`config.mk`:
```
export PLATFORM = sky130hd
export DESIGN_NAME = pixprobe_sweep_flat
export DESIGN_NICKNAME = d
export VERILOG_FILES = /design/src/rtl/pixprobe_sweep_if.sv /design/src/rtl/pixprobe_sweep.sv /design/src/flat_wrapper.sv
export SDC_FILE = /design/constraint.sdc
export NUM_CORES = 1
export LEC_CHECK = 0
export CORE_ASPECT_RATIO = 0.9
export CORE_UTILIZATION = 60
export CTS_CLUSTER_SIZE = 16
export DETAILED_ROUTE_END_ITERATION = 10
export PLACE_DENSITY = 0.83
export SYNTH_ARGS = -nofsm -noshare
export SYNTH_HDL_FRONTEND = slang
export SYNTH_SLANG_ARGS = --single-unit
```
`constraint.sdc`:
```
create_clock -name i_clk -period 35.2 [get_ports i_clk]
set_input_delay 10.56 -clock i_clk [delete_from_list [all_inputs] [get_ports i_clk]]
set_output_delay 10.56 -clock i_clk [all_outputs]
set_load 0.03 [all_outputs]
```
`src/rtl/pixprobe_sweep_if.sv`:
```
`default_nettype none
// ============================================================================
// Module : pixprobe_sweep_if
// Desc   : CPU control bus and probe-master bus of the pixel probe sweeper.
// Rev    : 1.0  initial release
// ============================================================================
interface pixprobe_sweep_if;
    // CPU control bus (sweeper is the slave)
    logic        i_wb_cyc;
    logic        i_wb_stb;
    logic        i_wb_we;
    logic [2:0]  i_wb_addr;
    logic [31:0] i_wb_data;
    logic        o_wb_ack;
    logic        o_wb_stall;
    logic [31:0] o_wb_data;

    // Probe bus (sweeper is the master)
    logic        o_pr_cyc;
    logic        o_pr_stb;
    logic        o_pr_we;
    logic        o_pr_addr;
    logic [31:0] o_pr_data;
    logic        i_pr_ack;
    logic        i_pr_stall;
    logic [31:0] i_pr_data;

    modport slave (
        input  i_wb_cyc, i_wb_stb, i_wb_we, i_wb_addr, i_wb_data,
        output o_wb_ack, o_wb_stall, o_wb_data,
        output o_pr_cyc, o_pr_stb, o_pr_we, o_pr_addr, o_pr_data,
        input  i_pr_ack, i_pr_stall, i_pr_data
    );

    modport master (
        output i_wb_cyc, i_wb_stb, i_wb_we, i_wb_addr, i_wb_data,
        input  o_wb_ack, o_wb_stall, o_wb_data,
        input  o_pr_cyc, o_pr_stb, o_pr_we, o_pr_addr, o_pr_data,
        output i_pr_ack, i_pr_stall, i_pr_data
    );
endinterface
`default_nettype wire

```
`src/rtl/pixprobe_sweep.sv`:
```
`default_nettype none
// ============================================================================
// Module : pixprobe_sweep
// Desc   : Writes a stepped offset to a one-pixel probe, waits, reads a sample
//          back and buffers it; repeats NSAMP times under CPU control.
// Rev    : 1.0  initial release
// ============================================================================
module pixprobe_sweep #(
    parameter int LGBUF = 4
) (
    input  wire             i_clk,
    input  wire             i_reset,
    pixprobe_sweep_if.slave bus,
    output logic            o_int
);
    localparam int             c_DEPTH = 1 << LGBUF;
    localparam logic [LGBUF:0] c_NMAX  = {1'b1, {LGBUF{1'b0}}};

    typedef enum logic [2:0] {
        S_IDLE   = 3'd0,
        S_WR     = 3'd1,
        S_SETTLE = 3'd2,
        S_RD     = 3'd3,
        S_NEXT   = 3'd4
    } state_t;

    state_t           r_state, w_next;
    logic [31:0]      r_start, r_stride, r_settle;
    logic [LGBUF:0]   r_nsamp;
    logic [31:0]      r_offset, r_wstride, r_wsettle, r_timer;
    logic [LGBUF:0]   r_wnsamp, r_count;
    logic [LGBUF-1:0] r_rdptr;
    logic             r_done, r_aborted, r_stb_pend, r_wb_ack, r_int;
    logic [31:0]      r_wb_data;
    logic [31:0]      r_buf [c_DEPTH];

    logic             w_wb_req, w_wr_req, w_rd_req, w_abort, w_start;
    logic             w_fin, w_stb_load, w_pr_cyc, w_pr_stb;
    logic [LGBUF:0]   w_count_inc;
    logic [31:0]      w_rd_data;

    assign w_wb_req    = bus.i_wb_cyc && bus.i_wb_stb;
    assign w_wr_req    = w_wb_req && bus.i_wb_we;
    assign w_rd_req    = w_wb_req && !bus.i_wb_we;
    assign w_abort     = w_wr_req && (bus.i_wb_addr == 3'd0) && bus.i_wb_data[1];
    // abort in the same write suppresses start
    assign w_start     = w_wr_req && (bus.i_wb_addr == 3'd0) && bus.i_wb_data[0]
                         && !bus.i_wb_data[1] && (r_state == S_IDLE);
    assign w_count_inc = r_count + (LGBUF+1)'(1);

    always_comb begin
        w_next     = r_state;
        w_fin      = 1'b0;
        w_stb_load = 1'b0;
        case (r_state)
            S_IDLE: begin
                if (w_start) begin
                    if (r_nsamp == '0) begin
                        w_fin = 1'b1;
                    end else begin
                        w_next     = S_WR;
                        w_stb_load = 1'b1;
                    end
                end
            end
            S_WR: begin
                if (w_abort)            w_next = S_IDLE;
                else if (bus.i_pr_ack)  w_next = S_SETTLE;
            end
            S_SETTLE: begin
                if (w_abort) begin
                    w_next = S_IDLE;
                end else if (r_timer == 32'd0) begin
                    w_next     = S_RD;
                    w_stb_load = 1'b1;
                end
            end
            S_RD: begin
                if (w_abort)            w_next = S_IDLE;
                else if (bus.i_pr_ack)  w_next = S_NEXT;
            end
            S_NEXT: begin
                if (w_abort) begin
                    w_next = S_IDLE;
                end else if (w_count_inc == r_wnsamp) begin
                    w_next = S_IDLE;
                    w_fin  = 1'b1;
                end else begin
                    w_next     = S_WR;
                    w_stb_load = 1'b1;
                end
            end
            default: w_next = S_IDLE;
        endcase
    end

    always_ff @(posedge i_clk or posedge i_reset) begin
        if (i_reset) r_state <= S_IDLE;
        else         r_state <= w_next;
    end

    // Probe bus decodes straight from state so reset drops cyc without a clock
    assign w_pr_cyc       = (r_state == S_WR) || (r_state == S_RD);
    assign w_pr_stb       = w_pr_cyc && r_stb_pend;
    assign bus.o_pr_cyc   = w_pr_cyc;
    assign bus.o_pr_stb   = w_pr_stb;
    assign bus.o_pr_we    = (r_state == S_WR);
    assign bus.o_pr_addr  = (r_state == S_RD);
    assign bus.o_pr_data  = (r_state == S_WR) ? r_offset : 32'd0;
    assign bus.o_wb_stall = 1'b0;
    assign bus.o_wb_ack   = r_wb_ack;
    assign bus.o_wb_data  = r_wb_data;
    assign o_int          = r_int;

    always_comb begin
        w_rd_data = 32'd0;
        case (bus.i_wb_addr)
            3'd0: begin
                w_rd_data[16 +: LGBUF+1] = r_count;
                w_rd_data[2:0]           = {r_aborted, r_done, (r_state != S_IDLE)};
            end
            3'd1:    w_rd_data = r_start;
            3'd2:    w_rd_data = r_stride;
            3'd3:    w_rd_data = 32'(r_nsamp);
            3'd4:    w_rd_data = r_settle;
            3'd5:    w_rd_data = r_buf[r_rdptr];
            3'd6:    w_rd_data = 32'(r_rdptr);
            default: w_rd_data = 32'd0;
        endcase
    end

    always_ff @(posedge i_clk or posedge i_reset) begin
        if (i_reset) begin
            r_start    <= '0;
            r_stride   <= '0;
            r_nsamp    <= '0;
            r_settle   <= '0;
            r_offset   <= '0;
            r_wstride  <= '0;
            r_wnsamp   <= '0;
            r_wsettle  <= '0;
            r_timer    <= '0;
            r_count    <= '0;
            r_rdptr    <= '0;
            r_done     <= 1'b0;
            r_aborted  <= 1'b0;
            r_stb_pend <= 1'b0;
            r_wb_ack   <= 1'b0;
            r_wb_data  <= '0;
            r_int      <= 1'b0;
        end else begin
            r_int    <= w_fin;
            r_wb_ack <= w_wb_req;

            if (w_wr_req) begin
                case (bus.i_wb_addr)
                    3'd1: r_start  <= bus.i_wb_data;
                    3'd2: r_stride <= bus.i_wb_data;
                    3'd3: r_nsamp  <= (bus.i_wb_data > 32'(c_NMAX)) ? c_NMAX
                                                                      : bus.i_wb_data[LGBUF:0];
                    3'd4: r_settle <= bus.i_wb_data;
                    3'd6: r_rdptr  <= bus.i_wb_data[LGBUF-1:0];
                    default: ;
                endcase
            end

            if (w_rd_req) begin
                r_wb_data <= w_rd_data;
                if (bus.i_wb_addr == 3'd5) r_rdptr <= r_rdptr + LGBUF'(1);
            end

            if (w_start) begin
                r_offset  <= r_start;
                r_wstride <= r_stride;
                r_wnsamp  <= r_nsamp;
                r_wsettle <= r_settle;
                r_done    <= 1'b0;
                r_aborted <= 1'b0;
                r_count   <= '0;
                r_rdptr   <= '0;
            end

            if (w_stb_load)
                r_stb_pend <= 1'b1;
            else if (w_pr_stb && !bus.i_pr_stall)
                r_stb_pend <= 1'b0;

            if (r_state == S_WR && bus.i_pr_ack)
                r_timer <= r_wsettle;
            else if (r_state == S_SETTLE && r_timer != 32'd0)
                r_timer <= r_timer - 32'd1;

            if (r_state == S_NEXT && !w_abort) begin
                r_count  <= w_count_inc;
                r_offset <= r_offset + r_wstride;
            end

            if (w_fin) r_done <= 1'b1;

            if (w_abort && r_state != S_IDLE) begin
                r_aborted <= 1'b1;
                r_done    <= 1'b0;
            end
        end
    end

    // Sample store has no reset; contents after reset are don't-care
    always_ff @(posedge i_clk) begin
        if (r_state == S_RD && bus.i_pr_ack && !w_abort)
            r_buf[r_count[LGBUF-1:0]] <= bus.i_pr_data;
    end
endmodule
`default_nettype wire

```
`src/flat_wrapper.sv`:
```
// flat-port wrapper written by rule: the top's interface ports become plain ports
module pixprobe_sweep_flat 
#(
    parameter int LGBUF = 4
)
  (i_clk, i_reset, o_int, bus_i_wb_cyc, bus_i_wb_stb, bus_i_wb_we, bus_i_wb_addr, bus_i_wb_data, bus_o_wb_ack, bus_o_wb_stall, bus_o_wb_data, bus_o_pr_cyc, bus_o_pr_stb, bus_o_pr_we, bus_o_pr_addr, bus_o_pr_data, bus_i_pr_ack, bus_i_pr_stall, bus_i_pr_data);
  pixprobe_sweep_if bus_i ();
  input  wire i_clk;
  input  wire i_reset;
  output logic o_int;
  input wire logic [$bits(bus_i.i_wb_cyc)-1:0] bus_i_wb_cyc;
  input wire logic [$bits(bus_i.i_wb_stb)-1:0] bus_i_wb_stb;
  input wire logic [$bits(bus_i.i_wb_we)-1:0] bus_i_wb_we;
  input wire logic [$bits(bus_i.i_wb_addr)-1:0] bus_i_wb_addr;
  input wire logic [$bits(bus_i.i_wb_data)-1:0] bus_i_wb_data;
  output wire logic [$bits(bus_i.o_wb_ack)-1:0] bus_o_wb_ack;
  output wire logic [$bits(bus_i.o_wb_stall)-1:0] bus_o_wb_stall;
  output wire logic [$bits(bus_i.o_wb_data)-1:0] bus_o_wb_data;
  output wire logic [$bits(bus_i.o_pr_cyc)-1:0] bus_o_pr_cyc;
  output wire logic [$bits(bus_i.o_pr_stb)-1:0] bus_o_pr_stb;
  output wire logic [$bits(bus_i.o_pr_we)-1:0] bus_o_pr_we;
  output wire logic [$bits(bus_i.o_pr_addr)-1:0] bus_o_pr_addr;
  output wire logic [$bits(bus_i.o_pr_data)-1:0] bus_o_pr_data;
  input wire logic [$bits(bus_i.i_pr_ack)-1:0] bus_i_pr_ack;
  input wire logic [$bits(bus_i.i_pr_stall)-1:0] bus_i_pr_stall;
  input wire logic [$bits(bus_i.i_pr_data)-1:0] bus_i_pr_data;
  assign bus_i.i_wb_cyc = bus_i_wb_cyc;
  assign bus_i.i_wb_stb = bus_i_wb_stb;
  assign bus_i.i_wb_we = bus_i_wb_we;
  assign bus_i.i_wb_addr = bus_i_wb_addr;
  assign bus_i.i_wb_data = bus_i_wb_data;
  assign bus_o_wb_ack = bus_i.o_wb_ack;
  assign bus_o_wb_stall = bus_i.o_wb_stall;
  assign bus_o_wb_data = bus_i.o_wb_data;
  assign bus_o_pr_cyc = bus_i.o_pr_cyc;
  assign bus_o_pr_stb = bus_i.o_pr_stb;
  assign bus_o_pr_we = bus_i.o_pr_we;
  assign bus_o_pr_addr = bus_i.o_pr_addr;
  assign bus_o_pr_data = bus_i.o_pr_data;
  assign bus_i.i_pr_ack = bus_i_pr_ack;
  assign bus_i.i_pr_stall = bus_i_pr_stall;
  assign bus_i.i_pr_data = bus_i_pr_data;
  pixprobe_sweep #(.LGBUF(LGBUF)) u_core (.i_clk(i_clk), .i_reset(i_reset), .bus(bus_i), .o_int(o_int));
endmodule
```
==> flow_results.org <==
** Clock tree
- Latest clock arrival within the worst-skew pair :: 0.64 ns
- Clock tree synthesis inserted a total of 76 buffers.
- TritonCTS clock tree :: done
- After clock tree synthesis, the clock-pin slew on the worst setup and hold paths is 0.06 ns.
- PostCTS Resize Cnt :: 0
- Root Driver :: clkbuf_16
- CTS saw 795 sinks.
- The clock passes through at most 3 buffers.
- H-tree level count :: 3
- For this design, the CTS-stage hold fixing added 0 buffers.
- Total setup buffers inserted after CTS :: 0

** Floorplan
- The initial utilization of the core area, before any placement, comes to between 60% and 70%.
- Core Rows :: 82
- Core Area :: 0.05561 sq mm
- Die Area :: 0.05718 sq mm
- Measured along the y axis, the die boundary spans 227.0 um.
- For this design the top-level I/O count stands at ~150.
- The floorplan step set the die width to 251.9 um.

** Synth
- Ys flop type :: edfxtp_1
- edfxtp_1 takes more of the synthesized area than any other cell.
- Synthesized area per cell :: 14.93 sq um
- In this run, synthesis inferred 512 flip-flops with an integrated enable.
- After synthesis the netlist holds a flip-flop and latch count of about 800.
- Summing every instance area after synthesis gives 0.03373 sq mm.
- Cell types occupying the most area after synthesis :: edfxtp_1 46%, dfrtp_1 21%, mux4_2 10%
- Distinct cells, synth :: 67
- In this run the biggest area consumer among cell types represents 45.58% of the synthesized area.
- By instance count, the leading cell after synthesis is edfxtp_1.
- Post-synthesis async set-or-reset flop share :: 35.60%
- Number of nets produced by synthesis :: roughly 2.4k
- Gate count after technology mapping :: 2260
- During synthesis, Yosys emitted a total of 0 warnings.
- Of the synthesized area, sequential elements account for 66.57%.
- Most numerous cell types in the synthesized netlist :: 512 x edfxtp_1, 348 x nand2_1, 283 x dfrtp_1

** STA
- Final Setup Violations :: 0
- Setup repair after global routing missed its margin :: false
- For the final routed database, the setup TNS stands at 0 ns.
- Achievable clock frequency :: 73.59 MHz
- The number of hold violations in the final report was 0.
- The smallest clock period supported by the final layout is computed as 13.59 ns.
- Measured against its own limit, the worst slew margin works out to 8.888%.
- Post-Route Skew :: 0.02798 ns
- Final max-slew violation count :: 0
- On the final layout, the worst hold slack is 0.4768 ns.
- Period Utilization, post-route :: 38.60%
- Transition time of the tightest slew-check pin :: ~1.4 ns

** Global route
- Global routing consumed, over all layers together, 31.99% of the routing resources.
- For this run the aggregate overflow at the end of global routing stands at 0.
- Global-route wire length before repair :: 133.5 mm
- Entering global routing, the biggest net connects between 100 and 150 pins.
- Initial antenna violation count :: 4
- Via count of the first global-routing pass :: 21.42k

** Min path
- Type of the worst min-delay path :: reg -> reg

** Power
- IR analysis of the VDD net gives a maximum drop of 0.00006670 V.
- Lkg Pwr :: 0.01436 uW
- For this design the ratio of total power to cell area is 65.86 mW/mm^2.

** Route
- After detailed routing, the average wire length per cell comes to 28.02 um.
- After the first detailed-routing iteration, the DRC count stood at 2415.
- Pre-Repair DR Iteration Count :: 7
- Remaining number of nets flagged by the antenna check after routing :: 0
- Vias per cell :: about 6.7
- The routed design has 89.63 mm of wire.
- For this block, the via count after detailed routing is 21.28k.
- Post-route DRC :: 0

** Critical path
- The worst setup path is launched from a primary input.
- Type of the worst setup path :: in -> reg
- Arrival time at the worst endpoint :: 13.84 ns
- Type of element capturing the critical path :: flop
- Data on the critical path is required at its endpoint by 35.45 ns.
- Of all nets on the critical path, the largest fanout is 32.

** Job
- Max-cap violations in this run came to 0.

** Placed design
- Detailed placement finished with a half-perimeter wire length of 54.03 mm.
- Routability-driven placement finished with a final weighted congestion of 0.9340.
- Input and output buffers added on the ports amount to 143.

** Layout
- Cells fill 69.07% of the core in the end.
- Share of final-layout standard cells stronger than drive strength 1 :: roughly 18%
- Area grow syn2layout :: 13.85%
- The final layout contains 2500 nets.

** Status
- Status :: completed
-- cells by family (layout without fill, tap and decap cells) --
logic type | count (synthesis) | after routing | synth area share, %
xor gates and xnor gates | 45 | 45 | 1.168
and+or+nand+nor | 629 | 629 | 8.319
AOI/OAI and AO/OA | 321 | 321 | 6.339
adders and majority gates | 39 | 39 | 1.469
buffers and inverters | 149 | 330 | 1.699
DFF | 795 | 795 | 66.57
other | 1 | 3 | 0.01112
muxes | 281 | 281 | 14.43
-- power by group --
group	switching, uW	internal [uW]
clock network	355	447
registers	88.9	1070
logic	319	251
total	763	1770
-- critical path: stages --
cell and delay (ns):
clkdlybuf4s50_1 0.46, buf_4 0.32, nor2_1 0.18, nand3_1 0.22
nand3_1 0.44, inv_1 0.25, nand3_1 0.35, nor2_4 1.03
-- placed cells by master, fill, tap and decap left out, types with 5 or more instances in the layout --
| cell | netlist | routed |
|---|---|---|
| a211oi_1 | 12 | 12 |
| a21o_1 | 14 | 14 |
| a21oi_1 | 58 | 58 |
| a221o_1 | 7 | 7 |
| a221oi_1 | 24 | 24 |
| a22o_1 | 11 | 11 |
| a22oi_1 | 34 | 34 |
| a31oi_1 | 26 | 26 |
| and2_1 | 45 | 41 |
| and3_1 | 16 | 16 |
| buf_4 | 1 | 33 |
| bufinv_16 | 0 | 5 |
| clkbuf_1 | 99 | 18 |
| clkbuf_16 | 0 | 76 |
| clkdlybuf4s50_1 | 0 | 141 |
| clkinv_1 | 0 | 12 |
| clkinv_2 | 0 | 5 |
| dfrtp_1 | 283 | 279 |
| edfxtp_1 | 512 | 512 |
| ha_1 | 38 | 38 |
| inv_1 | 22 | 21 |
| mux2_2 | 102 | 102 |
| mux2i_1 | 25 | 25 |
| mux4_2 | 154 | 154 |
| nand2_1 | 348 | 348 |
| nand2b_1 | 10 | 10 |
| nand3_1 | 28 | 27 |
| nor2_1 | 97 | 91 |
| nor2_4 | 0 | 5 |
| nor2b_1 | 13 | 11 |
| nor3_1 | 24 | 19 |
| nor3_2 | 0 | 5 |
| nor4_1 | 16 | 12 |
| o211ai_1 | 18 | 18 |
| o21ai_0 | 73 | 73 |
| o22ai_1 | 11 | 11 |
| o311ai_0 | 5 | 5 |
| or3_1 | 7 | 6 |
| xnor2_1 | 27 | 27 |
| xor2_1 | 18 | 18 |
-- final cells by class --
| class | instances | area (sq um) |
|---|---|---|
| antenna | 2 | 5.005 |
| fill | 3540 | 17200 |
| timing repair buffer | 176 | 1669 |
| clock buffer | 98 | 2024 |
| multi-input combinational | 1316 | 10820 |
| inverter | 22 | 90.09 |
| clock inverter | 34 | 382.9 |
| tap | 756 | 945.9 |
| sequential | 795 | 22470 |
-- state kept, by name (all words and copies together), names as in the netlist --
register              cells
u_core.r_offset          32
u_core.r_timer           32
u_core.r_rdptr            4
u_core.r_wnsamp           5
u_core.r_start           32
u_core.r_nsamp            5
u_core.r_stride          32
u_core.bus.o_wb_data     32
u_core.r_buf            512
u_core.r_wsettle         32
u_core.r_settle          32
u_core.r_state            3
u_core.r_aborted          1
u_core.r_done             1
u_core.bus.o_wb_ack       1
u_core.r_wstride         32
u_core.o_int              1
u_core.r_stb_pend         1
u_core.r_count            5
-- per-stage QoR --
| step | setup slack (ns) | total power, uW | std cells | cell area, sq um |
|---|---|---|---|---|
| detailed placement | 21.10 | 1731 | 3065 | 35990 |
| global route | 21.46 | 2615 | 3197 | 38400 |
| finish | 21.61 | 2530 | 3199 | 38410 |
| global placement | 21.30 | 1710 | 3065 | 35990 |
| CTS | 21.73 | 2531 | 3197 | 38400 |
| floorplan | 16.83 | 1529 | 2260 | 33730 |
-- routing by layer --
layer  track usage, %  part of all wire [%]  vias to the layer above  wire [um]
li1                 -                     -                     8845          -
met1            41.53                    37                    10860      33500
met2            52.38                    49                     1289      43970
met3            7.306                   9.2                      273       8208
met4            14.00                   4.4                        4       3934
met5                0                 0.027                        -         24
-- final timing paths --
kind / end / slack [ns] / start / cells after the start
max in group asynchronous: u_core.r_offset[21] / 22.95 / i_reset / 3
setup / recovery: u_core.r_buf[12][9] / 21.61 / bus_i_wb_addr[1] / 8
hold reg to reg: u_core.r_wsettle[4] / 0.48 / u_core.r_wsettle[4] / 2
hold / removal: u_core.r_wsettle[4] / 0.48 / u_core.r_wsettle[4] / 2
min in group asynchronous: u_core.bus.o_wb_data[8] / 10.55 / i_reset / 2
setup reg to reg: u_core.bus.o_wb_data[31] / 30.52 / u_core.r_rdptr[0] / 7
Note: power is estimated with default switching activity, not from simulation.
